`src/rtl/memory_access_stage.sv`:
```
// Memory-access pipeline stage: forwards ALU results in one cycle, runs one data-memory transaction per load/store.
// Results appear the cycle after accept (or after ack); h_o_stall holds upstream while waiting for ack or when downstream stalls.
module memory_access_stage #(
  parameter int DWIDTH = 32,
  parameter int AWIDTH = 5
) (
  input  logic              h_clk,
  input  logic              h_rst_n,
  input  logic              h_i_ce,
  input  logic              h_i_we_reg,
  input  logic [AWIDTH-1:0] h_i_addr_rd,
  input  logic [DWIDTH-1:0] h_i_alu_result,
  input  logic [DWIDTH-1:0] h_i_rs2_data,
  input  logic              h_i_is_load,
  input  logic              h_i_is_store,
  input  logic [2:0]        h_i_funct3,
  input  logic              h_i_stall,
  input  logic              h_i_flush,
  output logic              h_o_stall,
  output logic              h_o_ce,
  output logic              h_o_we_reg,
  output logic [AWIDTH-1:0] h_o_addr_rd,
  output logic [DWIDTH-1:0] h_o_data_rd,
  output logic              h_o_misaligned,
  output logic              h_o_req,
  output logic              h_o_wr,
  output logic [DWIDTH-1:0] h_o_addr,
  output logic [DWIDTH-1:0] h_o_wdata,
  output logic [3:0]        h_o_sel,
  input  logic              h_i_ack,
  input  logic [DWIDTH-1:0] h_i_rdata
);

  typedef enum logic {S_IDLE, S_WAIT} state_t;

  state_t              state_q, state_d;
  logic                is_mem, misaligned_c, go_mem;
  logic [1:0]          lane;
  logic [3:0]          sel_c;
  logic [DWIDTH-1:0]   wdata_c, shifted, load_data;
  logic                we_q, store_q, flushed_q;
  logic [AWIDTH-1:0]   rd_q;
  logic [2:0]          f3_q;
  logic [1:0]          lane_q;

  assign lane         = h_i_alu_result[1:0];
  assign is_mem       = h_i_is_load | h_i_is_store;
  assign misaligned_c = is_mem & (((h_i_funct3[1:0] == 2'b01) & lane[0]) |
                                  ((h_i_funct3[1:0] == 2'b10) & (lane != 2'b00)));
  assign go_mem       = is_mem & ~misaligned_c;

  always_ff @(posedge h_clk or negedge h_rst_n) begin
    if (!h_rst_n) state_q <= S_IDLE;
    else          state_q <= state_d;
  end

  always_comb begin
    state_d = state_q;
    case (state_q)
      S_IDLE: if (h_i_ce && !h_i_stall && !h_i_flush && go_mem) state_d = S_WAIT;
      S_WAIT: if (h_i_ack) state_d = S_IDLE;
      default: state_d = S_IDLE;
    endcase
  end

  always_comb begin
    h_o_stall = (state_q == S_WAIT) | h_i_stall;
  end

  // Store lane steering; loads reuse the same byte-enable pattern.
  always_comb begin
    sel_c   = 4'b1111;
    wdata_c = h_i_rs2_data;
    case (h_i_funct3[1:0])
      2'b00: begin
        sel_c   = 4'b0001 << lane;
        wdata_c = {(DWIDTH/8){h_i_rs2_data[7:0]}};
      end
      2'b01: begin
        sel_c   = 4'b0011 << {lane[1], 1'b0};
        wdata_c = {(DWIDTH/16){h_i_rs2_data[15:0]}};
      end
      default: begin
        sel_c   = 4'b1111;
        wdata_c = h_i_rs2_data;
      end
    endcase
  end

  always_comb begin
    shifted   = h_i_rdata >> {lane_q, 3'b000};
    load_data = h_i_rdata;
    case (f3_q)
      3'b000:  load_data = {{(DWIDTH-8){shifted[7]}}, shifted[7:0]};
      3'b001:  load_data = {{(DWIDTH-16){shifted[15]}}, shifted[15:0]};
      3'b100:  load_data = {{(DWIDTH-8){1'b0}}, shifted[7:0]};
      3'b101:  load_data = {{(DWIDTH-16){1'b0}}, shifted[15:0]};
      default: load_data = h_i_rdata;
    endcase
  end

  always_ff @(posedge h_clk or negedge h_rst_n) begin
    if (!h_rst_n) begin
      h_o_ce         <= 1'b0;
      h_o_we_reg     <= 1'b0;
      h_o_addr_rd    <= '0;
      h_o_data_rd    <= '0;
      h_o_misaligned <= 1'b0;
      h_o_req        <= 1'b0;
      h_o_wr         <= 1'b0;
      h_o_addr       <= '0;
      h_o_wdata      <= '0;
      h_o_sel        <= '0;
      we_q           <= 1'b0;
      store_q        <= 1'b0;
      flushed_q      <= 1'b0;
      rd_q           <= '0;
      f3_q           <= '0;
      lane_q         <= '0;
    end else if (state_q == S_IDLE) begin
      // Flush beats stall; a downstream stall freezes the writeback outputs.
      if (h_i_flush) begin
        h_o_ce <= 1'b0;
      end else if (!h_i_stall) begin
        if (!h_i_ce) begin
          h_o_ce <= 1'b0;
        end else if (go_mem) begin
          h_o_ce         <= 1'b0;
          h_o_misaligned <= 1'b0;
          h_o_req        <= 1'b1;
          h_o_wr         <= h_i_is_store;
          h_o_addr       <= {h_i_alu_result[DWIDTH-1:2], 2'b00};
          h_o_wdata      <= wdata_c;
          h_o_sel        <= sel_c;
          we_q           <= h_i_we_reg;
          store_q        <= h_i_is_store;
          rd_q           <= h_i_addr_rd;
          f3_q           <= h_i_funct3;
          lane_q         <= lane;
          flushed_q      <= 1'b0;
        end else begin
          h_o_ce         <= 1'b1;
          h_o_misaligned <= misaligned_c;
          h_o_we_reg     <= h_i_we_reg & ~misaligned_c;
          h_o_addr_rd    <= h_i_addr_rd;
          h_o_data_rd    <= h_i_alu_result;
        end
      end
    end else begin
      if (h_i_flush) flushed_q <= 1'b1;
      if (h_i_ack) begin
        h_o_req        <= 1'b0;
        h_o_wr         <= 1'b0;
        h_o_ce         <= ~(flushed_q | h_i_flush);
        h_o_misaligned <= 1'b0;
        h_o_addr_rd    <= rd_q;
        h_o_we_reg     <= we_q & ~store_q;
        if (!store_q) h_o_data_rd <= load_data;
        flushed_q      <= 1'b0;
      end
    end
  end

endmodule

```
`config.mk`:
```
export PLATFORM = sky130hd
export DESIGN_NAME = memory_access_stage
export DESIGN_NICKNAME = d
export VERILOG_FILES = /design/src/rtl/memory_access_stage.sv
export SDC_FILE = /design/constraint.sdc
export NUM_CORES = 1
export LEC_CHECK = 0
export CORE_MARGIN = 2
export CORE_UTILIZATION = 25
export DETAILED_ROUTE_END_ITERATION = 10
export HOLD_SLACK_MARGIN = 0.08
export SYNTH_ARGS = -nofsm -noshare
export SYNTH_HDL_FRONTEND = slang
export SYNTH_SLANG_ARGS = --single-unit
```
`constraint.sdc`:
```
create_clock -name h_clk -period 4.9 [get_ports h_clk]
set_clock_uncertainty 0.05 [all_clocks]
set_input_delay 0.735 -clock h_clk [delete_from_list [all_inputs] [get_ports h_clk]]
set_output_delay 0.735 -clock h_clk [all_outputs]
set_load 0.01 [all_outputs]
```
# After elaboration in Yosys (flattened, before gate mapping)
# Cells that the tools add are included.
[word_totals] reg_bits=122 latch_bits=0 ram_bits=0 rom_bits=0 input_bits=113 output_inout_bits=111 wordCells=119 memories=0
[op_classes] addsub=0 mul=0 n_div=0 n_lt_le_gt_ge=0 n_eq_ne=12 n_shift=3 muxes=54 n_bitwise=16 reduce_logical=17
[ops] op="$mux 32" count=7
[ops] op="$pmux 32 s4" count=1
[ops] op="$pmux 32 s2" count=1
[ops] op="$mux 1" count=37
[ops] op="$shr 32x5->16" count=1
[ops] op="$mux 5" count=6
[ops] op="$reduce_and 5->1" count=4
[ops] op="$pmux 4 s2" count=1
[ops] op="$and 1x1->1" count=6
[ops] op="$eq 3x3->1 const B" count=2
[ops] op="$ne 2x2->1 const B" count=3
[ops] op="$not 1->1" count=6
[ops] op="$reduce_and 6->1" count=1
[ops] op="$reduce_bool 2->1" count=3
[ops] op="$ne 2x1->1 const B" count=2
[ops] op="$or 1x1->1" count=4
[ops] op="$reduce_and 4->1" count=1
[ops] op="$shl 1x2->4 const A" count=1
[ops] op="$shl 2x2->4 const A" count=1
[ops] op="$eq 3x1->1 const B" count=1
[ops] op="$logic_and 1x1->1" count=3
[ops] op="$logic_not 3->1" count=1
[ops] op="$ne 3x1->1 const B" count=1
[ops] op="$ne 3x3->1 const B" count=1
[ops] op="other kinds (6)" count=7

# Logic depth before layout (Yosys ltp)
# Gate-level depths: netlist of the first run.
[logic_depth] depth_word=11 depth_mapped=8 mapped_depth_nobuf=5

# Worst setup path before layout of the first run
# No wires, ideal clock.
[synth_path] path_kind="input port to flip-flop" start="input port h_i_funct3[0]" end="register h_o_wdata[30]" setup_time_ps=136 arrival_ps=2021 required_ps=4714 path_slack_ps=2693 cell_stages=8 n_path_buf=3 cell_sequence="clkbuf_1 -> and2b_1 -> a221oi_4 -> nand3_2 -> buf_2 -> buf_2 -> nand2_1 -> o21ai_0"
[synth_via] elab_chain_cells=7 word_cells_on_any_way=11 cone_classes="2 x eq/ne; 1 x mux; 6 x bitwise; 2 x reduce/logical"
[synth_lines] element="from (decl)" line_no="16" source="input logic [2:0] h_i_funct3,"
[synth_lines] element="$eq 2x1->1 or $eq 2x2->1 (tied branches)" line_no="48, 74, 49"
[synth_lines] element="$and 1x1->1, on equally long branches" line_no="48, 49"
[synth_lines] element="$or 1x1->1" line_no="48" source="assign misaligned_c = is_mem & (((h_i_funct3[1:0] == 2'b01) & lane[0]) |"
[synth_lines] element="$and 1x1->1" line_no="48"
[synth_lines] element="$not 1->1" line_no="50" source="assign go_mem = is_mem & ~misaligned_c;"
[synth_lines] element="$and 1x1->1" line_no="50"
[synth_lines] element="$reduce_and 5->1 (no line)"
[synth_lines] element="to (signal assigned)" line_no="133" source="h_o_wdata <= wdata_c;"
[synth_lines] element="to (decl)" line_no="28" source="output logic [DWIDTH-1:0] h_o_wdata,"
# Several ways; a longest one is shown, not always the timed one.
# A chain may end at the register's enable or synchronous reset.

# Final worst setup path of the first run
[layout_path] start="input port h_i_funct3[0]" end="register store_q"
[layout_via] elab_chain_cells=7 word_cells_on_any_way=9 cone_classes="2 x eq/ne; 6 x bitwise; 1 x reduce/logical"
[layout_lines] element="$eq 2x1->1 or $eq 2x2->1 (tied branches)" line_no="48, 49"
[layout_lines] element="$and 1x1->1, on equally long branches" line_no="48, 49"
[layout_lines] element="$or 1x1->1 (*)" line_no="48"
[layout_lines] element="$and 1x1->1 (*)" line_no="48"
[layout_lines] element="$not 1->1 (*)" line_no="50"
[layout_lines] element="$and 1x1->1 (*)" line_no="50"
[layout_lines] element="$reduce_and 5->1 (no line) (*)"
[layout_lines] element="to (signal assigned)" line_no="136" source="store_q <= h_i_is_store;"
[layout_lines] element="to (decl)" line_no="41" source="logic we_q, store_q, flushed_q;"
# Every way passes the cells marked *; elsewhere a longest branch is shown, timed or not.

==> results of run 1 <==
==> report_power, final <==
part           internal (uW)  switching (uW)
sequential              1300             192
clock                    758             516
combinational            722             598
==> layout make-up <==
type,count,area [um2]
Sequential cell,122,3050
Inverter,5,18.8
Fill cell,2328,13900
Clock inverter,15,166
Clock buffer,17,425
Timing Repair Buffer,229,2270
Tap cell,285,357
Multi-Input combinational cell,480,2520
==> metal layers <==
layer	track usage, %	vias to the layer above	routed length, um
met4	5.72	0	397
li1	-	2614	-
met2	26.6	190	9520
met3	4.71	22	1470
met1	22.5	2548	9030
met5	0	-	0
==> cell usage in the layout, fill, tap and decap left out, drive strengths merged, types with 2 or more instances in the layout <==
| cell type | synthesis | final |
|---|---|---|
| o21ai | 50 | 50 |
| conb | 1 | 2 |
| o221ai | 16 | 16 |
| nand3 | 4 | 4 |
| buf | 26 | 9 |
| clkdlybuf4s50 | 0 | 220 |
| and2b | 2 | 2 |
| clkinv | 1 | 6 |
| bufinv | 0 | 2 |
| dfrtp | 122 | 122 |
| a2bb2oi | 2 | 2 |
| a21oi | 56 | 56 |
| a31oi | 20 | 20 |
| nand3b | 2 | 2 |
| nor2 | 54 | 54 |
| mux2i | 40 | 40 |
| inv | 4 | 9 |
| nand2 | 198 | 198 |
| clkbuf | 21 | 17 |
| nand2b | 5 | 5 |
| clkinvlp | 0 | 3 |
| and3 | 15 | 15 |
==> cells by family after synthesis <==
family | after synthesis
simple gates | 285
compound gates | 151
flops | 122
buf+inv | 52
mux | 42
other cells | 1
==> stage by stage <==
step	power, uW	setup WS (ns)	hold WS, ns	instances
finish	4090	1.85	0.353	1153
global route	4340	1.60	0.411	1153
CTS	4140	1.81	0.385	1153
detailed placement	2840	1.37	0.412	1121
global placement	2820	1.41	0.408	1121
floorplan	2010	2.69	0.389	654
==> cells in the mapped netlist (2+ instances only) <==
master     count  area (um2)
a21oi_1       56         280
a2bb2oi_1      2        17.5
a31oi_1       20         125
and2b_1        2        15.0
and3_1        15        93.8
buf_1          3        11.3
buf_2         13        65.1
buf_4          9        67.6
clkbuf_1      21        78.8
dfrtp_1      122        3050
inv_1          4        15.0
mux2i_1       40         400
nand2_1      198         743
nand2b_1       5        31.3
nand3_1        3        15.0
nand3b_1       2        15.0
nor2_1        54         203
o21ai_0       49         245
o221ai_1      16         140
==> final timing paths <==
path	startpoint	endpoint	slack, ns	cells past startpoint
hold reg to reg	h_o_wdata[1]	h_o_wdata[1]	0.42	2
setup / recovery	h_i_funct3[0]	store_q	1.85	7
hold / removal	h_rst_n	h_o_addr[26]	0.35	1
max in group asynchronous	h_rst_n	h_o_data_rd[5]	3.42	2
setup reg to reg	state_q	state_q	1.97	4
min in group h_clk	h_o_wdata[1]	h_o_wdata[1]	0.42	2
==> critical path, cell delays in order <==
cell             delay [ns]
clkdlybuf4s50_1        0.45
buf_4                  0.23
o21ba_2                0.22
a221oi_4               0.41
and2b_2                0.98
nand2_1                0.17
o21ai_0                0.11
==> impl_metrics.csv, run 1 <==
group,metric,value,unit
synth,synth-simple-area-share,20.1,%
synth,synth-seq-cells,122,
floorplanning,fp.dieH,156,um
floorplanning,core_area,22700,um2
power,p_per_area,464,nW/um2
clock_network,htreeDepth,4,
place,placedInstanceArea,8220,um2
synth,yosys.area_share.xor_xnor,0,%
synth,syn_area,5800,um2
grt,grt_pass1_vias,5454,
synth,synth_edf_count,0,
grt,antenna_found_initial,0,
clock_network,cts_hold_buf,0,
floorplanning,fp.dieArea,24400,um2
clock_network,cts_sinks,122,
clock_network,clock_latency,0.42,ns
floorplanning,ioPinCount,224,
setup_path,path_class,"in2reg",
outcome,status,"complete, no violations",
clock_network,cts_tree,"built",
drt,initialDrtViolationCount,282,
clock_network,clk_pin_slew,0.06,ns
synth,synth_cell_types,38,
setup_path,crit_fanout,56,
place,gp_congestion,0.778,
drt,wirelength,20400,um
floorplanning,start_util,25.6,%
drt,wl_per_cell,17.7,um
synth,avgSynthCellArea,8.89,um2
setup_path,critPathCaptureType,"flip-flop",
power,p_leak,0.00388,uW
grt,grt_pass1_wl,31600,um
synth,yosysWarnings,0,
sta,fmax,0.328,GHz
drt,firstDrtPassIters,5,
sta,slew_headroom,25.1,%
grt,grt_max_degree,87,
drt,drt-vias-per-instance,4.66,
job,maxCapViolCount,0,
sta,grt_setup_unrepaired,"no",
sta,hold_violations,0,
sta,fin_crit_sh,62.3,%
clock_network,postCtsSetupBuffers,0,
drt,route.detailed.drc,0,
synth,synth_fa_ha_area_share,0,%
grt,grt_util_all_layers,16.9,%
finish,top_regs,"h_o_data_rd: 32 flops, h_o_wdata: 32 flops, h_o_addr: 30 flops",
setup_path,start_kind,"input pin",
setup_path,worstPathArrival,3.33,ns
synth,async_reset_ff_share,100,%
synth,synth_compound_area_share,15.4,%
finish,fin_area,8810,um2
synth,muxShareOfSynthArea,7.48,%
drt,final_antenna_net_count,0,
setup_path,crit_required,5.18,ns
clock_network,cts_root_buffer,"clkbuf_16",
sta,setup_tns,0,ns
clock_network,cts_buffers,17,
clock_network,cts_resized,0,
synth,ys.flop_type,"dfrtp_1",
place,io_buffers,221,
finish,area_growth_syn_to_layout,51.8,%
clock_network,cts.path.max_buffers,2,
synth,syn_inst,653,
finish,drive_gt1_share,5.88,%
sta,fin_crit,3.05,ns
finish,diodes,0,
synth,synth-seq-area-share,52.6,%
finish,nets,968,
sta,slew_violations,0,
place,hpwl,14300,um
drt,vias,5374,
sta,worst_pin_slew,1.12,ns
finish,finalCoreUtilization,38.8,%
floorplanning,die_w,156,um
min_path,hold_class,"in2async",
synth,synth_top_family_by_area,"simple AND/OR/NAND/NOR gates",
grt,gr-total-overflow,0,
floorplanning,rows,55,
power,peakVddDrop,0.219,mV
sta,setup-violations-final,0,
Power figures use the tool's default switching activity.
==> run 2: changes to the inputs <==
==> constraint.sdc (replaced) <==
create_clock -name h_clk -period 3 [get_ports h_clk]
set_clock_uncertainty 0.05 [all_clocks]
set_input_delay 0.45 -clock h_clk [delete_from_list [all_inputs] [get_ports h_clk]]
set_output_delay 0.45 -clock h_clk [all_outputs]
set_load 0.01 [all_outputs]
==> impl_metrics.csv, run 2 (same netlist as run 1, synthesis figures left out) <==
group,metric,value,unit
clock_network,cts_sinks,122,
setup_path,ff2ff_setup_slack,0.86,ns
clock_network,htreeDepth,4,
setup_path,rr_worst_depth,5,
sta,fin_crit,2.27,ns
setup_path,rr_startpoint,"lane_q[1]",
sta,setup-violations-final,0,
grt,grt_util_all_layers,16.6,%
place,placedInstanceArea,8340,um2
setup_path,path_class,"reg2out",
setup_path,critPathCaptureType,"primary output",
floorplanning,rows,55,
drt,firstDrtPassIters,4,
clock_network,cts_tree,"built",
drt,vias,5405,
floorplanning,fp.dieH,156,um
setup_path,crit_fanout,13,
power,p_per_area,748,nW/um2
grt,grt_pass1_vias,5310,
setup_path,r2r_end,"h_o_data_rd[30]",
drt,drt-vias-per-instance,4.65,
power,p_leak,0.00394,uW
setup_path,crit_required,2.50,ns
place,io_buffers,221,
grt,antenna_found_initial,0,
power,peakVddDrop,0.307,mV
job,maxCapViolCount,0,
floorplanning,die_w,156,um
finish,drive_gt1_share,6.83,%
setup_path,critical_path.max_stage_delay,0.48,ns
grt,grt_max_degree,105,
drt,wirelength,20400,um
finish,final_cell_mix,"clkdlybuf4s50_1, nand2_1, dfrtp_1",
clock_network,cts_buffers,17,
setup_path,crit_end,"h_o_stall",
drt,final_antenna_net_count,0,
clock_network,cts_hold_buf,1,
finish,fin_area,8940,um2
floorplanning,ioPinCount,224,
drt,wl_per_cell,17.5,um
clock_network,cts_resized,0,
setup_path,start_kind,"flip-flop",
setup_path,crit_path_cell_trace,"buf_4, or2_2, clkdlybuf4s50_1",
setup_path,startpoint,"state_q",
sta,slew_headroom,37.7,%
setup_path,critPathTopFamily,"buffers and inverters",
sta,setup_tns,0,ns
sta,grt_setup_unrepaired,"no",
sta,fin_crit_sh,75.6,%
setup_path,cp.buffers_inverters,2,
place,gp_congestion,0.788,
floorplanning,start_util,25.6,%
floorplanning,fp.dieArea,24400,um2
clock_network,postCtsSetupBuffers,0,
clock_network,cts.path.max_buffers,2,
finish,area_growth_syn_to_layout,54.0,%
sta,hold_violations,0,
sta,fmax,0.441,GHz
floorplanning,core_area,22700,um2
setup_path,slowest_stage,"clkdlybuf4s50_1",
clock_network,clock_latency,0.42,ns
place,hpwl,14600,um
finish,multi_input_area,2520,um2
sta,worst_pin_slew,0.931,ns
finish,fill_cells,2245,
clock_network,clk_pin_slew,0.06,ns
grt,gr-total-overflow,0,
drt,initialDrtViolationCount,313,
finish,mostFrequentLayoutCell,"clkdlybuf4s50_1",
finish,top_regs,"h_o_data_rd: 32 flops, h_o_wdata: 32 flops, h_o_addr: 30 flops",
outcome,status,"complete, no violations",
drt,route.detailed.drc,0,
grt,grt_pass1_wl,31000,um
clock_network,cts_root_buffer,"clkbuf_16",
finish,diodes,0,
sta,slew_violations,0,
min_path,hold_class,"reg2reg",
setup_path,worstPathArrival,1.77,ns
setup_path,cp.depth,3,
finish,ff_latch_area,3050,um2
finish,nets,978,
run 2: cell types whose count changed in the layout (fill, tap and decap cells not counted), sizes merged:
| cell | before | now |
|---|---|---|
| buf | 9 | 18 |
| clkinv | 6 | 4 |
| clkinvlp | 3 | 4 |
| dlygate4sd3 | 0 | 1 |
| inv | 9 | 10 |
run 2: per-stage QoR:
step	total power, uW	hold slack [ns]	setup WS (ns)	std cells	util, %
after floorplan	3290	0.104	1.08	654	-
after global placement	4620	0.408	0.433	1130	36.7
after detailed placement	4650	0.411	0.344	1130	36.7
after CTS	6770	0.427	0.713	1163	39.4
after global routing	7090	0.446	0.644	1163	39.4
final	6690	0.421	0.732	1163	39.4
run 2: layout make-up:
cell class              count  share of cell area, %
clock buffers              17                   4.76
clock inverters            15                   1.85
inverters                   5                  0.210
multi-input cells         480                   28.2
flip-flops and latches    122                   34.2
well taps                 285                   3.99
repair buffers            239                   26.9
run 2: per-layer routing:
metal	track usage, %	vias up	wire length, um
met2	26.0	179	9280
met5	0	-	0
met4	6.64	0	562
met3	3.88	33	1240
met1	22.2	2546	9310
li1	-	2647	-
run 2: worst min path at each step:
stage	cells past startpoint	start	to	slack (ns)
floorplan	0	h_rst_n	f3_q[0]	0.10
global placement	2	h_o_wdata[1]	h_o_wdata[1]	0.41
detailed placement	2	h_o_wdata[6]	h_o_wdata[6]	0.41
CTS	2	rd_q[1]	rd_q[1]	0.43
global route	2	h_o_addr[6]	h_o_addr[6]	0.45
finish	2	h_o_addr[23]	h_o_addr[23]	0.42
run 2: tightest hold or removal path, stage by stage, from the launching register on:
cell and delay, ns:
dfrtp_1 0.34, nand2_1 0.05, nand2_1 0.06
run 2: report_power, final:
group / internal [uW] / total, uW / switching, uW
logic: 1200 / 2160 / 968
registers: 2120 / 2450 / 324
clock network: 1240 / 2080 / 838
total: 4560 / 6690 / 2130
==> run 3: changes to the inputs <==
==> constraint.sdc (replaced) <==
create_clock -name h_clk -period 2.05 [get_ports h_clk]
set_clock_uncertainty 0.05 [all_clocks]
set_input_delay 0.3075 -clock h_clk [delete_from_list [all_inputs] [get_ports h_clk]]
set_output_delay 0.3075 -clock h_clk [all_outputs]
set_load 0.01 [all_outputs]
==> impl_metrics.csv, run 3 (same netlist as run 1, synthesis figures left out) <==
group,metric,value,unit
min_path,hold_class,"in2async",
finish,diodes,0,
power,p_leak,0.00406,uW
finish,mostFrequentLayoutCell,"clkdlybuf4s50_1",
grt,grt_pass1_wl,31600,um
setup_path,cp.depth,6,
finish,fill_cells,2249,
finish,finalCoreUtilization,40.2,%
clock_network,clock_latency,0.41,ns
floorplanning,core_area,22700,um2
setup_path,path_class,"reg2reg",
clock_network,postCtsSetupBuffers,0,
clock_network,clk_pin_slew,0.06,ns
setup_path,slowest_stage,"dfrtp_1",
drt,final_antenna_net_count,0,
finish,top_regs,"h_o_data_rd: 32 flops, h_o_wdata: 32 flops, h_o_addr: 30 flops",
sta,slew_violations,0,
sta,worst_pin_slew,0.940,ns
setup_path,worstPathArrival,2.01,ns
sta,hold_violations,0,
clock_network,cts.path.max_buffers,2,
place,io_buffers,221,
floorplanning,fp.dieH,156,um
sta,holdWs,0.370,ns
power,p_per_area,1080,nW/um2
setup_path,crit_required,2.29,ns
finish,drive_gt1_share,8.92,%
power,pwr-share-seq,35.7,%
grt,grt_max_degree,74,
finish,final_cell_mix,"clkdlybuf4s50_1, nand2_1, dfrtp_1",
finish,fin_area,9120,um2
drt,drt-vias-per-instance,4.64,
clock_network,htreeDepth,4,
drt,wl_per_cell,17.4,um
setup_path,critPathCaptureType,"flip-flop",
drt,route.detailed.drc,0,
drt,firstDrtPassIters,4,
setup_path,crit_fanout,18,
sta,fin_crit_sh,86.8,%
finish,ff_latch_area,3050,um2
clock_network,cts_root_buffer,"clkbuf_16",
floorplanning,start_util,25.6,%
sta,fmax,0.562,GHz
setup_path,critPathTopFamily,"compound AO/OA/AOI/OAI gates",
floorplanning,rows,55,
job,maxCapViolCount,0,
power,p_switching,3070,uW
grt,grt_util_all_layers,16.8,%
place,hpwl,15100,um
sta,setup-violations-final,0,
grt,grt_pass1_vias,5406,
clock_network,cts_buffers,17,
clock_network,cts_sinks,122,
finish,area_growth_syn_to_layout,57.2,%
setup_path,rr_worst_depth,6,
power,switching_share,31.0,%
power,clkPwrFrac,31.1,%
drt,vias,5480,
drt,wirelength,20500,um
clock_network,cts_tree,"built",
setup_path,critical_path.max_stage_delay,0.43,ns
outcome,status,"complete, no violations",
drt,initialDrtViolationCount,298,
grt,gr-total-overflow,0,
place,placedInstanceArea,8500,um2
floorplanning,die_w,156,um
power,peakVddDrop,0.519,mV
setup_path,crit_path_cell_trace,"buf_4, nor2_1, nor2_1, o221ai_1, o21ai_0, o21ai_0",
floorplanning,ioPinCount,224,
grt,antenna_found_initial,0,
finish,nets,997,
place,gp_congestion,0.830,
setup_path,start_kind,"flip-flop",
sta,grt_setup_unrepaired,"no",
power,p_comb_share,33.2,%
sta,fin_crit,1.78,ns
floorplanning,fp.dieArea,24400,um2
finish,multi_input_area,2520,um2
sta,slew_headroom,37.1,%
power,power.internal,6830,uW
setup_path,cp.buffers_inverters,1,
[run 3: cell types whose count changed in the layout (fill, tap and decap cells not counted)]
cell / change
dfrtp_2: +1
buf_4: +17
dfrtp_1: -1
clkinv_2: +3
dlymetal6s2s_1: +1
buf_12: +2
bufinv_16: +1
clkinv_4: +2
clkinvlp_4: -1
inv_6: -5
clkdlybuf4s50_1: -1
[run 3: path summary, 6_finish.rpt]
path,start,endpoint,slack (ns)
worst max register to register,lane_q[0],h_o_data_rd[6],0.27
min in group h_clk,h_i_funct3[2],f3_q[2],0.39
worst min register to register,h_o_addr[18],h_o_addr[18],0.42
worst max-delay path,lane_q[0],h_o_data_rd[6],0.27
worst min-delay path,h_rst_n,h_o_addr[23],0.37
max in group asynchronous,h_rst_n,h_o_sel[3],0.92
[run 3: power groups by stage]
stage / Clock, uW / Combinational, uW / Sequential [uW]
2_1_floorplan: 0 / 997 / 3810
3_3_place_gp: 0 / 3280 / 3550
3_5_place_dp: 0 / 3310 / 3570
4_1_cts: 3160 / 3320 / 3540
5_1_grt: 3290 / 3580 / 3630
6_report: 3080 / 3280 / 3530
[run 3: per-stage QoR]
step / setup slack [ns] / cells / total power [uW] / TNS [ns]
floorplan: 0.271 / 654 / 4810 / 0
detailed placement: -0.176 / 1149 / 6880 / -13.48
global route: 0.116 / 1182 / 10500 / 0
finish: 0.271 / 1182 / 9890 / 0
CTS: 0.00248 / 1182 / 10000 / 0
global placement: -0.156 / 1149 / 6830 / -9.33
[run 3: per-layer routing]
layer	routed length (um)	global-route usage [%]
met5	0	0
met4	402	5.29
met3	1340	4.46
met2	9470	26.5
met1	9310	22.6
[run 3: cell type report]
class | instances | share of cell area [%]
clock buffer | 17 | 4.66
clock inverter | 15 | 1.93
inverter | 5 | 0.206
multi-input combinational | 480 | 27.6
sequential | 122 | 33.5
tap | 285 | 3.91
timing repair buffer | 258 | 28.2
[run 3: timing repair]
action | CTS | global route
endpoints found under the setup margin | 0 | 1
gates resized for setup | 0 | 2
hold buffers | 1 | 0
hold endpoints to repair | 46 | 0
